**src/rtl/kronos_bus_arbiter.sv**
```systemverilog
// rtl/kronos_bus_arbiter.sv - two-master (fetch/data) arbiter for a single-port memory bus
// Owner holds the bus until mem_ack or watchdog expiry; one dead cycle separates transactions.
module kronos_bus_arbiter #(
    parameter int TIMEOUT = 255
) (
    input  logic        clk,
    input  logic        rst,
    input  logic [31:0] instr_addr,
    input  logic        instr_req,
    output logic [31:0] instr_data,
    output logic        instr_ack,
    output logic        instr_err,
    input  logic [31:0] data_addr,
    input  logic [31:0] data_wr_data,
    input  logic [3:0]  data_mask,
    input  logic        data_wr_en,
    input  logic        data_req,
    output logic [31:0] data_rd_data,
    output logic        data_ack,
    output logic        data_err,
    output logic [31:0] mem_addr,
    output logic [31:0] mem_wr_data,
    output logic [3:0]  mem_mask,
    output logic        mem_wr_en,
    output logic        mem_req,
    input  logic        mem_ack,
    input  logic [31:0] mem_rd_data
);

    localparam int WW = $clog2(TIMEOUT + 1);

    typedef enum logic [1:0] {IDLE, INSTR, DATA} state_t;

    state_t        state;
    logic          last_data;
    logic [WW-1:0] wdog;
    logic          expire;
    logic          finish;
    logic          own_instr;
    logic          own_data;

    // Expiry lands in the TIMEOUT-th cycle of mem_req; a coincident mem_ack wins.
    assign expire    = (wdog == WW'(TIMEOUT - 1)) && !mem_ack;
    assign finish    = (mem_ack || expire) && !rst;
    assign own_instr = (state == INSTR);
    assign own_data  = (state == DATA);

    assign instr_ack    = own_instr && finish;
    assign instr_err    = own_instr && expire && !rst;
    assign instr_data   = (own_instr && mem_ack && !rst) ? mem_rd_data : 32'h0;
    assign data_ack     = own_data && finish;
    assign data_err     = own_data && expire && !rst;
    assign data_rd_data = (own_data && mem_ack && !rst) ? mem_rd_data : 32'h0;

    always_ff @(posedge clk) begin
        if (rst) begin
            state       <= IDLE;
            last_data   <= 1'b0;
            wdog        <= '0;
            mem_req     <= 1'b0;
            mem_addr    <= 32'h0;
            mem_wr_data <= 32'h0;
            mem_mask    <= 4'h0;
            mem_wr_en   <= 1'b0;
        end else begin
            case (state)
                IDLE: begin
                    wdog <= '0;
                    // On conflict the port not served last wins.
                    if (instr_req && (!data_req || last_data)) begin
                        state       <= INSTR;
                        last_data   <= 1'b0;
                        mem_req     <= 1'b1;
                        mem_addr    <= instr_addr;
                        mem_wr_data <= 32'h0;
                        mem_mask    <= 4'hF;
                        mem_wr_en   <= 1'b0;
                    end else if (data_req) begin
                        state       <= DATA;
                        last_data   <= 1'b1;
                        mem_req     <= 1'b1;
                        mem_addr    <= data_addr;
                        mem_wr_data <= data_wr_data;
                        mem_mask    <= data_mask;
                        mem_wr_en   <= data_wr_en;
                    end
                end
                INSTR, DATA: begin
                    if (mem_ack || expire) begin
                        state   <= IDLE;
                        mem_req <= 1'b0;
                        wdog    <= '0;
                    end else begin
                        wdog <= wdog + WW'(1);
                    end
                end
                default: begin
                    state   <= IDLE;
                    mem_req <= 1'b0;
                    wdog    <= '0;
                end
            endcase
        end
    end

endmodule

```
**config.mk**
```make
export PLATFORM = sky130hd
export DESIGN_NAME = kronos_bus_arbiter
export DESIGN_NICKNAME = d
export VERILOG_FILES = /design/src/rtl/kronos_bus_arbiter.sv
export SDC_FILE = /design/constraint.sdc
export NUM_CORES = 1
export LEC_CHECK = 0
export CAP_MARGIN = 15
export CORE_AREA = 2 2 108 110
export CTS_CLUSTER_DIAMETER = 60
export DETAILED_ROUTE_END_ITERATION = 12
export DIE_AREA = 0 0 110 112
export GPL_ROUTABILITY_DRIVEN = 0
export PLACE_DENSITY = 0.9
export SYNTH_ARGS = -nofsm -noshare
export SYNTH_HDL_FRONTEND = slang
export SYNTH_SLANG_ARGS = --single-unit
```
**constraint.sdc**
```tcl
create_clock -name clk -period 2.2 [get_ports clk]
set_input_delay 0.55 -clock clk [delete_from_list [all_inputs] [get_ports clk]]
set_output_delay 0.55 -clock clk [all_outputs]
set_load 0.005 [all_outputs]
```
==> results.cfg, run 1 <==
[status]
status = complete, but fails checks
violations = setup timing

[sta]
max_freq_mhz = 434
period_share_pct = 105
finalSetupViolations = 29
fin_crit_ns = 2.31
final.setup_skew_ns = 0.00973
worst_pin_slew_ns = 0.781
hold_slack_ns = 0.485
fin_ws_ns = -0.105
slew_headroom_pct = 47.9
slew_viol_final = 0
final-hold-violation-count = 0
rsz0062_at_grt = yes

[clock_tree]
path_clk_slew_ns = 0.05
clk_latency_ns = 0.33
clock-sinks = 81
ctsHoldBuffers = 0
cts_buffers = 9
clock-root-buffer = clkbuf_16
htreeDepth = 3
cts_tree = yes
cts_max_path_buffers = 2

[setup_path]
critPathMaxStageDelay_ns = 0.26
end_kind = primary output
cp_slowest_cell = dlygate4sd2_1
cp_max_fo = 4
start_kind = input pin
worstPathCellList = dlygate4sd2_1 -> inv_2 -> nor2_4 -> buf_12 -> buf_6 -> buf_6 -> buf_6 -> and2_4 -> buf_6
worstPathBufferInverterCount = 7
critPathKind = in2out
r2r_setup_slack_ns = 0.34
path_common_cell = buf_6
cp_top_family = buffers and inverters
crit_arrival_ns = 1.76
cp.required_ns = 1.65

[worst_hold_path]
hold_path.class = reg2reg

[place]
dpl_worst_slack_ns = -0.527
dpl.cell_count = 826
port_buffers = 275
dp_hpwl_mm = 10.8

[routing]
drt-total-wl_mm = 15.4
dr.pass1.iters = 7
wl_per_cell_microns = 17.4
viasPerCell = 4.98
num_vias = 4394
drc_errors = 0
antenna_left = 0
initialDrtViolationCount = 158

[global_routing]
grt_max_degree = 75
grt_usage_pct = 23.3
antenna_found_initial = 2
grt_pass1_vias = 4523
overflow = 0
grt_first_pass_wirelength_mm = 22.3

[logic_synthesis]
seq_area_frac_synth_pct = 44.1
synthAdderAreaFrac_pct = 1.70
syn-cell-area_sq_um = 3680
yosys.area.top_type_share_pct = 44.1
ys_warn_count = 0
yosys-top-cells-area = dfxtp_1, and2_1, mux2i_1
synth_top_family_by_area = simple AND/OR/NAND/NOR gates
syn_area_per_cell_sq_um = 8.86
syn_nets = 558
synth_compound_gate_area_share_pct = 15.3
synth-simple-area-share_pct = 24.0
synth-xor-area-share_pct = 1.43
syn_inst = 415
synth.distinct_cells = 31
synthMuxAreaShare_pct = 8.71
synth-seq-cells = 81
synth_area_leader_cell = dfxtp_1

[power_and_ir_drop]
p_per_area_nw_per_um2 = 598
p_total_mw = 4.48
leakage_nw = 3.27
vdd_drop_max_mv = 0.432

[floorplan]
fp.dieW_microns = 110
dieArea_sq_um = 12300
die_h_microns = 112
rows = 39
initial_core_util_pct = 32.9
io_pins = 276
coreArea_sq_um = 11200

[finish]
area_delta_synth_final_pct = 104
utilization_pct = 67.1
fillers = 828
layoutNonFillerInstCount = 883
final_layout_size_suffix_gt1_share_pct = 28.0
fin_nets = 876

[job]
max_cap_viol_count = 0
==> Yosys cell counts, drive strengths merged <==
| cell type | count |
|---|---|
| nor2b | 5 |
| a22oi | 33 |
| xnor2 | 1 |
| a221oi | 1 |
| ha | 5 |
| clkbuf | 23 |
| nor3 | 6 |
| buf | 9 |
| o21ai | 4 |
| and2 | 65 |
| nand2 | 2 |
| nand3 | 6 |
| nand2b | 2 |
| a31oi | 1 |
| a21oi | 2 |
| mux2i | 32 |
| nor2 | 84 |
| or2 | 2 |
| and4 | 1 |
| inv | 7 |
| nand4 | 2 |
| and3 | 1 |
| xor2 | 5 |
| or3b | 1 |
| a211oi | 34 |
| dfxtp | 81 |
==> layout by cell type, fill, tap and decap left out, drive strengths merged <==
| master | synthesis | layout |
|---|---|---|
| or3b | 1 | 1 |
| nand3 | 6 | 6 |
| a22oi | 33 | 33 |
| clkinvlp | 0 | 1 |
| a221oi | 1 | 1 |
| or2 | 2 | 2 |
| clkdlybuf4s15 | 0 | 3 |
| and4 | 1 | 1 |
| xnor2 | 1 | 1 |
| nand4 | 2 | 2 |
| nor2b | 5 | 5 |
| dfxtp | 81 | 81 |
| a211oi | 34 | 34 |
| nor2 | 84 | 84 |
| clkinv | 0 | 2 |
| xor2 | 5 | 5 |
| mux2i | 32 | 32 |
| ha | 5 | 5 |
| a21oi | 2 | 2 |
| clkdlybuf4s50 | 0 | 205 |
| and2 | 65 | 65 |
| o21ai | 4 | 4 |
| dlygate4sd2 | 0 | 2 |
| inv | 7 | 8 |
| nand2 | 2 | 2 |
| nand2b | 2 | 2 |
| buf | 9 | 121 |
| nor3 | 6 | 6 |
| clkbuf | 23 | 20 |
| a31oi | 1 | 1 |
| diode | 0 | 2 |
| and3 | 1 | 1 |
==> layout make-up <==
| type | instances | area (sq um) | share of cell area, % |
|---|---|---|---|
| well taps | 143 | 179 | 2.39 |
| inverters | 7 | 31.3 | 0.417 |
| clock inverters | 4 | 26.3 | 0.351 |
| diodes | 2 | 5.00 | 0.0668 |
| repair buffers | 339 | 3290 | 43.9 |
| clock buffers | 12 | 256 | 3.42 |
| flip-flops and latches | 81 | 1630 | 21.8 |
| multi-input cells | 295 | 2070 | 27.7 |
==> worst register-to-register path: stages (launching register included) <==
cell and delay, ns:
dfxtp_4 0.36, inv_4 0.06, buf_4 0.09, buf_4 0.09
ha_1 0.21, inv_1 0.16, a211oi_4 0.22, buf_12 0.22
nor2b_1 0.23, nor3_1 0.08
==> per-layer routing <==
metal	vias up	share of wire (%)	track usage, %
met1	2054	34	22.4
met2	225	52	43.6
met4	0	5.1	12.8
met3	49	8.2	6.44
met5	-	0	0
li1	2066	-	-
==> through the flow <==
| step | setup TNS, ns | cell area, sq um |
|---|---|---|
| 6_report | -1.55 | 7490 |
| 5_1_grt | -4.14 | 7490 |
| 4_1_cts | -2.84 | 7300 |
| 3_5_place_dp | -29.31 | 6700 |
| 3_3_place_gp | -26.77 | 6700 |
| 2_1_floorplan | 0 | 3680 |
==> sequential cells by signal, indices dropped and copies added, names as in the netlist <==
signal / count
last_data: 1
mem_addr: 32
mem_mask: 4
mem_req: 1
mem_wr_data: 32
mem_wr_en: 1
state: 2
wdog: 8
==> power breakdown <==
group | leakage, nW | internal [mW] | switching [mW]
Clock | 0.139 | 0.827 | 0.584
Sequential | 0.670 | 1.63 | 0.0963
Combinational | 2.46 | 0.798 | 0.548
Total | 3.27 | 3.26 | 1.23
==> timing repair <==
| item | CTS | global route |
|---|---|---|
| pin swaps | 14 | 18 |
| setup buffers | 32 | 8 |
| resized for setup | 277 | 119 |
| cloned | 6 | 0 |
| setup endpoints to repair | 68 | 67 |
==> cells by family (layout without fill, tap and decap cells) <==
| kind of cell | count (synthesis) | after routing |
|---|---|---|
| mux | 32 | 32 |
| other cells | 0 | 2 |
| buf+inv | 39 | 362 |
| xor+xnor | 6 | 6 |
| flops | 81 | 81 |
| simple gates | 177 | 177 |
| compound gates | 75 | 75 |
| fa+ha+maj | 5 | 5 |
==> path summary, 6_finish.rpt <==
kind / from / to / depth (start not counted)
max reg2reg: state[1] / mem_mask[3] / 9
min reg2reg: mem_req / mem_req / 2
max: mem_ack / instr_data[15] / 9
min: mem_req / mem_req / 2
No activity file was read; power rests on OpenSTA's default activity.
==> run 2: changes to the inputs <==
- CAP_MARGIN: 15 -> unset
- CORE_AREA: 2 2 108 110 -> unset
- CORE_MARGIN: unset -> 2
- CORE_UTILIZATION: unset -> 34
- CTS_CLUSTER_SIZE: unset -> 28
- DIE_AREA: 0 0 110 112 -> unset
- PLACE_DENSITY: 0.9 -> 0.92
==> results.cfg, run 2 (synthesis results as in run 1) <==
[status]
status = finished clean

[routing]
num_vias = 4261
drc_errors = 0
antenna_left = 0
initialDrtViolationCount = 199
viasPerCell = 5.00
dr.pass1.iters = 4
drt-total-wl_mm = 14.9
wl_per_cell_microns = 17.5

[floorplan]
io_pins = 276
coreArea_sq_um = 10400
fp.dieW_microns = 108
dieArea_sq_um = 11700
die_h_microns = 108
rows = 37
initial_core_util_pct = 35.3

[power_and_ir_drop]
leakage_nw = 3.10
seq_power_share_pct = 40.4
p_sw_share_pct = 27.0
internal_power_mw = 3.10
vdd_drop_max_mv = 0.466
combPwrFrac_pct = 30.8
p_clk_share_pct = 28.8
p_switching_mw = 1.15
p_per_area_nw_per_um2 = 598

[global_routing]
overflow = 0
met1_usage_pct = 22.5
met2_usage_pct = 45.1
antenna_found_initial = 3
grt_usage_pct = 24.2
grt_pass1_vias = 4286
grt_max_degree = 75
grt.busiest_layer = met2
met3_usage_pct = 8.56
grt_first_pass_wirelength_mm = 21.8

[setup_path]
cp.required_ns = 1.65
end_kind = primary output
critPathKind = reg2out
crit_arrival_ns = 1.64
start_kind = flop
r2r_cells = 9
cp_max_fo = 3

[job]
max_cap_viol_count = 0

[worst_hold_path]
min_path_cells = 2
hold_path.class = reg2reg

[clock_tree]
cts_tree = yes
cts_buffers = 9
cts_max_path_buffers = 2
clock-root-buffer = clkbuf_8
clock-sinks = 81
clk_latency_ns = 0.34
htreeDepth = 3
path_clk_slew_ns = 0.08

[sta]
rsz0062_at_grt = yes
final-hold-violation-count = 0
max_freq_mhz = 457
final.setup_skew_ns = 0.00905
period_share_pct = 99.5
fin_setup_tns_ns = 0
worst_pin_slew_ns = 0.775
hold_slack_ns = 0.484
slew_headroom_pct = 48.3
slew_viol_final = 0
finalSetupViolations = 0
fin_crit_ns = 2.19

[place]
port_buffers = 275
dp_hpwl_mm = 11.0
dpl.cell_count = 818

[finish]
utilization_pct = 68.3
area_delta_synth_final_pct = 93.3
top_regs = mem_addr x32, mem_wr_data x32, wdog x8
final_common_cell = clkdlybuf4s50_1
layoutNonFillerInstCount = 852
fin_nets = 851
final_cell_mix = clkdlybuf4s50_1, nor2_1, dfxtp_1
final_layout_size_suffix_gt1_share_pct = 23.8
[run 2: cell types whose count changed in the layout (fill, tap and decap cells not counted), sizes merged]
cell	change
buf	-22
bufinv	+2
clkbuf	+3
clkdlybuf4s15	-3
clkinv	-2
clkinvlp	-1
diode	+1
dlygate4sd2	-1
inv	-1
[run 2: critical path, cell delays in order (launching register included)]
cell	delay, ns
dfxtp_2	0.32
inv_2	0.06
ha_4	0.12
nand3_4	0.06
or2_4	0.27
buf_6	0.13
nor3_4	0.19
buf_2	0.15
[run 2: per-stage QoR]
stage          cell area [sq um]  setup WS, ns  power (mW)
6_report                    7110        0.0118        4.25
5_1_grt                     7110       -0.0557        4.47
4_1_cts                     7030       -0.0343        4.27
3_5_place_dp                6740        -0.505        3.00
3_3_place_gp                6740        -0.477        2.95
2_1_floorplan               3680         0.403        2.22
[run 2: worst paths after layout]
path	start	to	slack, ns
hold / removal	mem_req	mem_req	0.48
setup / recovery	wdog[0]	instr_err	0.01
hold reg to reg	mem_req	mem_req	0.48
setup reg to reg	state[0]	mem_mask[3]	0.37
[run 2: layout make-up]
type                            count  area, sq um
Antenna cell                        3         7.51
Fill cell                         769         3310
Sequential cell                    81         1630
Multi-Input combinational cell    295         2070
Timing Repair Buffer              314         2990
Inverter                            7         26.3
Clock buffer                       14          163
Clock inverter                      2         60.1
Tap cell                          136          170
[run 2: power by group through the flow]
stage | registers, mW | clock network [mW] | logic, mW
after detailed placement | 1.75 | 0 | 1.26
after global routing | 1.74 | 1.31 | 1.42
after floorplan | 1.75 | 0 | 0.461
after global placement | 1.74 | 0 | 1.22
final | 1.72 | 1.22 | 1.31
after CTS | 1.72 | 1.24 | 1.31
[run 2: per-layer routing]
layer / wire length, microns / up-vias
met5: 0 / -
met4: 845 / 0
met3: 1300 / 50
met2: 7820 / 202
met1: 4930 / 1989
li1: - / 2020
[run 2: what timing repair did]
item                                   in CTS  in global routing
setup endpoints to repair                  68                 62
endpoints found under the hold margin       0                  0
hold buffers                                0                  0
gates resized for setup                   287                 54
setup buffers                              10                  2
gates cloned                                4                  1
pin swaps                                   4                 15
